--- src/rtl/fwd_hazard_unit.sv ---
// fwd_hazard_unit
//   Forwarding / load-use hazard unit for the 5-stage pipeline. It lives in
//   ID and keeps a shadow pipeline of destination tags {RegWr, Rw, MemToReg}
//   for the EX, MEM and WB stages. These tags advance in lockstep with the
//   datapath pipeline registers.
//
//   Build option: define FORWARDING_EN to enable operand forwarding.
//   Without it, the unit is interlock-only: FwdA/FwdB stay at 10, and any
//   EX/MEM producer of a source operand stalls the ID instruction.
//
// Ports
//   Clk          rising-edge clock
//   Reset        synchronous, active-high
//   ID_Rs/ID_Rt  source registers of the ID instruction
//   ID_UseRs/Rt  the ID instruction actually reads that source
//   ID_Rw        destination register of the ID instruction
//   ID_RegWr     the ID instruction writes the register file
//   ID_MemToReg  the ID instruction is a load
//   ID_Flush     kill the ID instruction (a bubble enters EX)
//   Stall        combinational; holds PC and IF/ID, and bubbles EX
//   FwdA/FwdB    registered EXE operand selects
//                (00 MEM_Result, 01 WB_BusW, 10 no forward)
module fwd_hazard_unit #(
  parameter int REG_AW = 5
) (
  input  logic              Clk,
  input  logic              Reset,
  input  logic [REG_AW-1:0] ID_Rs,
  input  logic [REG_AW-1:0] ID_Rt,
  input  logic              ID_UseRs,
  input  logic              ID_UseRt,
  input  logic [REG_AW-1:0] ID_Rw,
  input  logic              ID_RegWr,
  input  logic              ID_MemToReg,
  input  logic              ID_Flush,
  output logic              Stall,
  output logic [1:0]        FwdA,
  output logic [1:0]        FwdB
);

  localparam logic [1:0] FWD_MEM  = 2'b00;
  localparam logic [1:0] FWD_WB   = 2'b01;
  localparam logic [1:0] FWD_NONE = 2'b10;

  // shadow destination tags
  logic              ex_regwr,  mem_regwr,  wb_regwr;
  logic [REG_AW-1:0] ex_rw,     mem_rw,     wb_rw;
  logic              ex_ld,     mem_ld,     wb_ld;

  logic ex_a, ex_b, mem_a, mem_b;
  logic bubble;
  logic [1:0] fwd_a_nxt, fwd_b_nxt;

  // Register 0 is hardwired, so it never creates a dependency.
  assign ex_a  = ex_regwr  && ID_UseRs && (ID_Rs != '0) && (ex_rw  == ID_Rs);
  assign ex_b  = ex_regwr  && ID_UseRt && (ID_Rt != '0) && (ex_rw  == ID_Rt);
  assign mem_a = mem_regwr && ID_UseRs && (ID_Rs != '0) && (mem_rw == ID_Rs);
  assign mem_b = mem_regwr && ID_UseRt && (ID_Rt != '0) && (mem_rw == ID_Rt);

`ifdef FORWARDING_EN
  // Only a load in EX cannot be forwarded in time: its data appears at the
  // end of MEM, one cycle too late for the dependent instruction's EXE.
  assign Stall = ex_ld && (ex_a || ex_b);

  // The EX-tag producer will be in MEM when this instruction reaches EXE,
  // so it takes priority over the older MEM-tag producer.
  always_comb begin
    fwd_a_nxt = FWD_NONE;
    fwd_b_nxt = FWD_NONE;
    if (ex_a)       fwd_a_nxt = FWD_MEM;
    else if (mem_a) fwd_a_nxt = FWD_WB;
    if (ex_b)       fwd_b_nxt = FWD_MEM;
    else if (mem_b) fwd_b_nxt = FWD_WB;
  end
`else
  // Interlock-only: wait until the producer has reached WB. The register
  // file writes before it reads, so that is early enough.
  assign Stall = ex_a || ex_b || mem_a || mem_b;

  always_comb begin
    fwd_a_nxt = FWD_NONE;
    fwd_b_nxt = FWD_NONE;
  end
`endif

  // Stall and Flush both turn the EX slot into a bubble. Stall itself is
  // still reported so that PC and IF/ID hold.
  assign bubble = Stall || ID_Flush;

  always_ff @(posedge Clk) begin
    if (Reset) begin
      ex_regwr  <= 1'b0;  ex_rw  <= '0;  ex_ld  <= 1'b0;
      mem_regwr <= 1'b0;  mem_rw <= '0;  mem_ld <= 1'b0;
      wb_regwr  <= 1'b0;  wb_rw  <= '0;  wb_ld  <= 1'b0;
      FwdA      <= FWD_NONE;
      FwdB      <= FWD_NONE;
    end else begin
      wb_regwr  <= mem_regwr;  wb_rw  <= mem_rw;  wb_ld  <= mem_ld;
      mem_regwr <= ex_regwr;   mem_rw <= ex_rw;   mem_ld <= ex_ld;
      if (bubble) begin
        ex_regwr <= 1'b0;
        ex_rw    <= '0;
        ex_ld    <= 1'b0;
        FwdA     <= FWD_NONE;
        FwdB     <= FWD_NONE;
      end else begin
        ex_regwr <= ID_RegWr;
        ex_rw    <= ID_Rw;
        ex_ld    <= ID_MemToReg;
        FwdA     <= fwd_a_nxt;
        FwdB     <= fwd_b_nxt;
      end
    end
  end

  // The WB tag is kept only to mirror the datapath, because the register
  // file's write-before-read already covers that producer. The load flags
  // matter only when forwarding is enabled.
  logic unused_tags;
  assign unused_tags = ^{wb_regwr, wb_rw, wb_ld, mem_ld, ex_ld};

endmodule

--- config.mk ---
export PLATFORM = sky130hd
export DESIGN_NAME = fwd_hazard_unit
export DESIGN_NICKNAME = d
export VERILOG_FILES = /design/src/rtl/fwd_hazard_unit.sv
export SDC_FILE = /design/constraint.sdc
export NUM_CORES = 1
export LEC_CHECK = 0
export BUFFER_PORTS_ARGS = -buffer_cell sky130_fd_sc_hd__buf_2
export CAP_MARGIN = 0
export CORE_MARGIN = 2
export CORE_UTILIZATION = 45
export DETAILED_ROUTE_END_ITERATION = 8
export PLACE_DENSITY = 0.86
export SYNTH_ARGS = -nofsm -noshare
export SYNTH_HDL_FRONTEND = slang
export SYNTH_SLANG_ARGS = --single-unit
--- constraint.sdc ---
create_clock -name Clk -period 1.5 [get_ports Clk]
set_input_delay 0.225 -clock Clk [delete_from_list [all_inputs] [get_ports Clk]]
set_output_delay 0.225 -clock Clk [all_outputs]
set_load 0.01 [all_outputs]
==> flow_summary.json <==
{
  "rr_startpoint": "ex_rw[0]$_SDFF_PP0_",
  "peakVddDrop_mv": 0.463,
  "pre_cts_ws_ns": -0.161,
  "root_buffer": "clkbuf_4",
  "wl_per_cell_um": 10.6,
  "maxSlewViolCount": 0,
  "final_hold_viol_count": 0,
  "p_per_area_mw_per_mm2": 746,
  "r2r_cells": 6,
  "start_util": 0.484,
  "hold_path_depth": 2,
  "placed_area_um2": 777,
  "place_congestion": 0.815,
  "cts.clk_slew.worst_paths_ns": 0.06,
  "r2r_slack_ns": 0.15,
  "overflow": 0,
  "worst_hold_slack_ns": 0.188,
  "drt_wl_total_mm": 1.18,
  "fin_util": 0.654,
  "ys_warn_count": 0,
  "dr.pass1.iters": 2,
  "die_area_mm2": 0.00174,
  "hold_class": "in -> reg",
  "total_power_mw": 0.643,
  "rows": 13,
  "synthToLayoutAreaGrowth_pct": 35.1,
  "layout_commonest_cell": "buf_2",
  "nets": 120,
  "hold_start": "ID_RegWr",
  "cp-start-kind": "primary input",
  "stdcell_area_um2": 862,
  "crit_fanout": 2,
  "ys_ff_latch": 12,
  "die_w_um": 41.7,
  "synth_area_um2": 638,
  "drv_cap": 0,
  "setup_slack_ns": -0.119,
  "synth_area_per_cell_um2": 9.38,
  "drive_gt1_frac": 0.448,
  "die_h_um": 41.7,
  "port_buffers": 21,
  "antenna_cells": 0,
  "grt.total_usage": 0.154,
  "r2r-end": "ex_rw[4]$_SDFF_PP0_",
  "fin_cells": 111,
  "ant_nets": 0,
  "cts_buffers": 3,
  "failed_checks": "setup timing",
  "min_period_ns": 1.62,
  "io_pins": 27,
  "grt_max_degree": 8,
  "grt_pass1_vias": 565,
  "clk_path_buf_depth": 2,
  "setup.worst_path.class": "in -> out",
  "hold_path_end": "ex_regwr$_SDFF_PP0_",
  "skew_ns": 0.00164,
  "cts_tree": "yes",
  "core-area_mm2": 0.00132,
  "vias_per_cell": 4.81,
  "period_share": 1.08,
  "fmaxAchievable_mhz": 618,
  "grt_pass1_wl_mm": 2.10,
  "end_kind": "output port",
  "vias": 534,
  "setup_viol": 1,
  "first_iter_violations": 1,
  "tns_ns": -0.119,
  "synthCells": 68,
  "clk_latency_ns": 0.26,
  "clock-sinks": 12,
  "antenna_found_initial": 0,
  "place_inst": 107,
  "drc": 0,
  "final_cell_mix": "buf_2, xnor2_1",
  "worstPathArrival_ns": 1.39,
  "ys_seq_area_frac": 0.376,
  "worstPathRequired_ns": 1.27,
  "yosysUniqueCellTypes": 16,
  "leakage_nw": 0.366,
  "outcome": "complete, but fails checks",
  "htreeDepth": 1,
  "rsz0062_at_grt": "yes"
}
cell usage after synthesis, drive strengths merged:
master,n,area share
nand4,4,0.039
a32oi,1,0.025
o22ai,2,0.029
nand2,5,0.029
xnor2,20,0.27
nor2b,6,0.059
dfxtp,12,0.38
conb,2,0.012
nor2,2,0.012
nor3,1,0.0078
inv,1,0.0059
o21a,1,0.012
and3,6,0.059
buf,4,0.047
or4,1,0.012
power by group:
group          switching (mW)  leakage, nW  total (mW)  internal, mW
Combinational          0.0500        0.251       0.124        0.0745
Clock                  0.0854       0.0138       0.178        0.0924
Sequential             0.0114        0.101       0.341         0.330
routing by layer:
layer	vias up	track usage	share of wire
met5	-	0	0
li1	277	-	-
met4	0	0.0774	0.0042
met1	237	0.167	0.39
met3	2	0.0174	0.054
met2	18	0.288	0.55
worst max-delay path: stages:
cell and delay, ns:
buf_6 0.09, or4_4 0.51, o21a_1 0.19, a32oi_2 0.18, inv_1 0.05, buf_2 0.13
state kept, by name, indices dropped and copies added (netlist names):
register and flops:
ex_rw 5, mem_regwr 1, ex_regwr 1, mem_rw 5
kinds of logic after synthesis:
logic type             after synthesis  share of synthesized area
other                                2                     0.0118
AND/OR/NAND/NOR                     25                      0.218
AO/OA/AOI/OAI                        4                     0.0667
XOR/XNOR                            20                      0.275
buffers and inverters                5                     0.0529
flip-flops                          12                      0.376
worst max path at each step:
stage / startpoint / endpoint / slack (ns) / depth (start not counted)
2_1_floorplan: ID_Rs[2] / Stall / 0.04 / 4
3_3_place_gp: ID_Rs[2] / Stall / -0.14 / 6
3_5_place_dp: ID_Rs[2] / Stall / -0.16 / 6
4_1_cts: ID_Rs[0] / Stall / -0.16 / 6
5_1_grt: ex_rw[3]$_SDFF_PP0_ / Stall / -0.18 / 6
6_report: ID_Rs[3] / Stall / -0.12 / 6
final cells by class:
type | instances | area [um^2]
Clock buffer | 3 | 22.5
Fill cell | 107 | 455
Inverter | 1 | 3.75
Multi-Input combinational cell | 53 | 404
Sequential cell | 12 | 250
Tap cell | 15 | 18.8
Timing Repair Buffer | 27 | 163
repair_timing:
item	4_1_cts	5_1_grt
pin swaps	3	8
endpoints found under the setup margin	1	3
setup buffers	1	0
resized for setup	3	11
hold buffers	0	0
No activity file was read; power rests on OpenSTA's default activity.
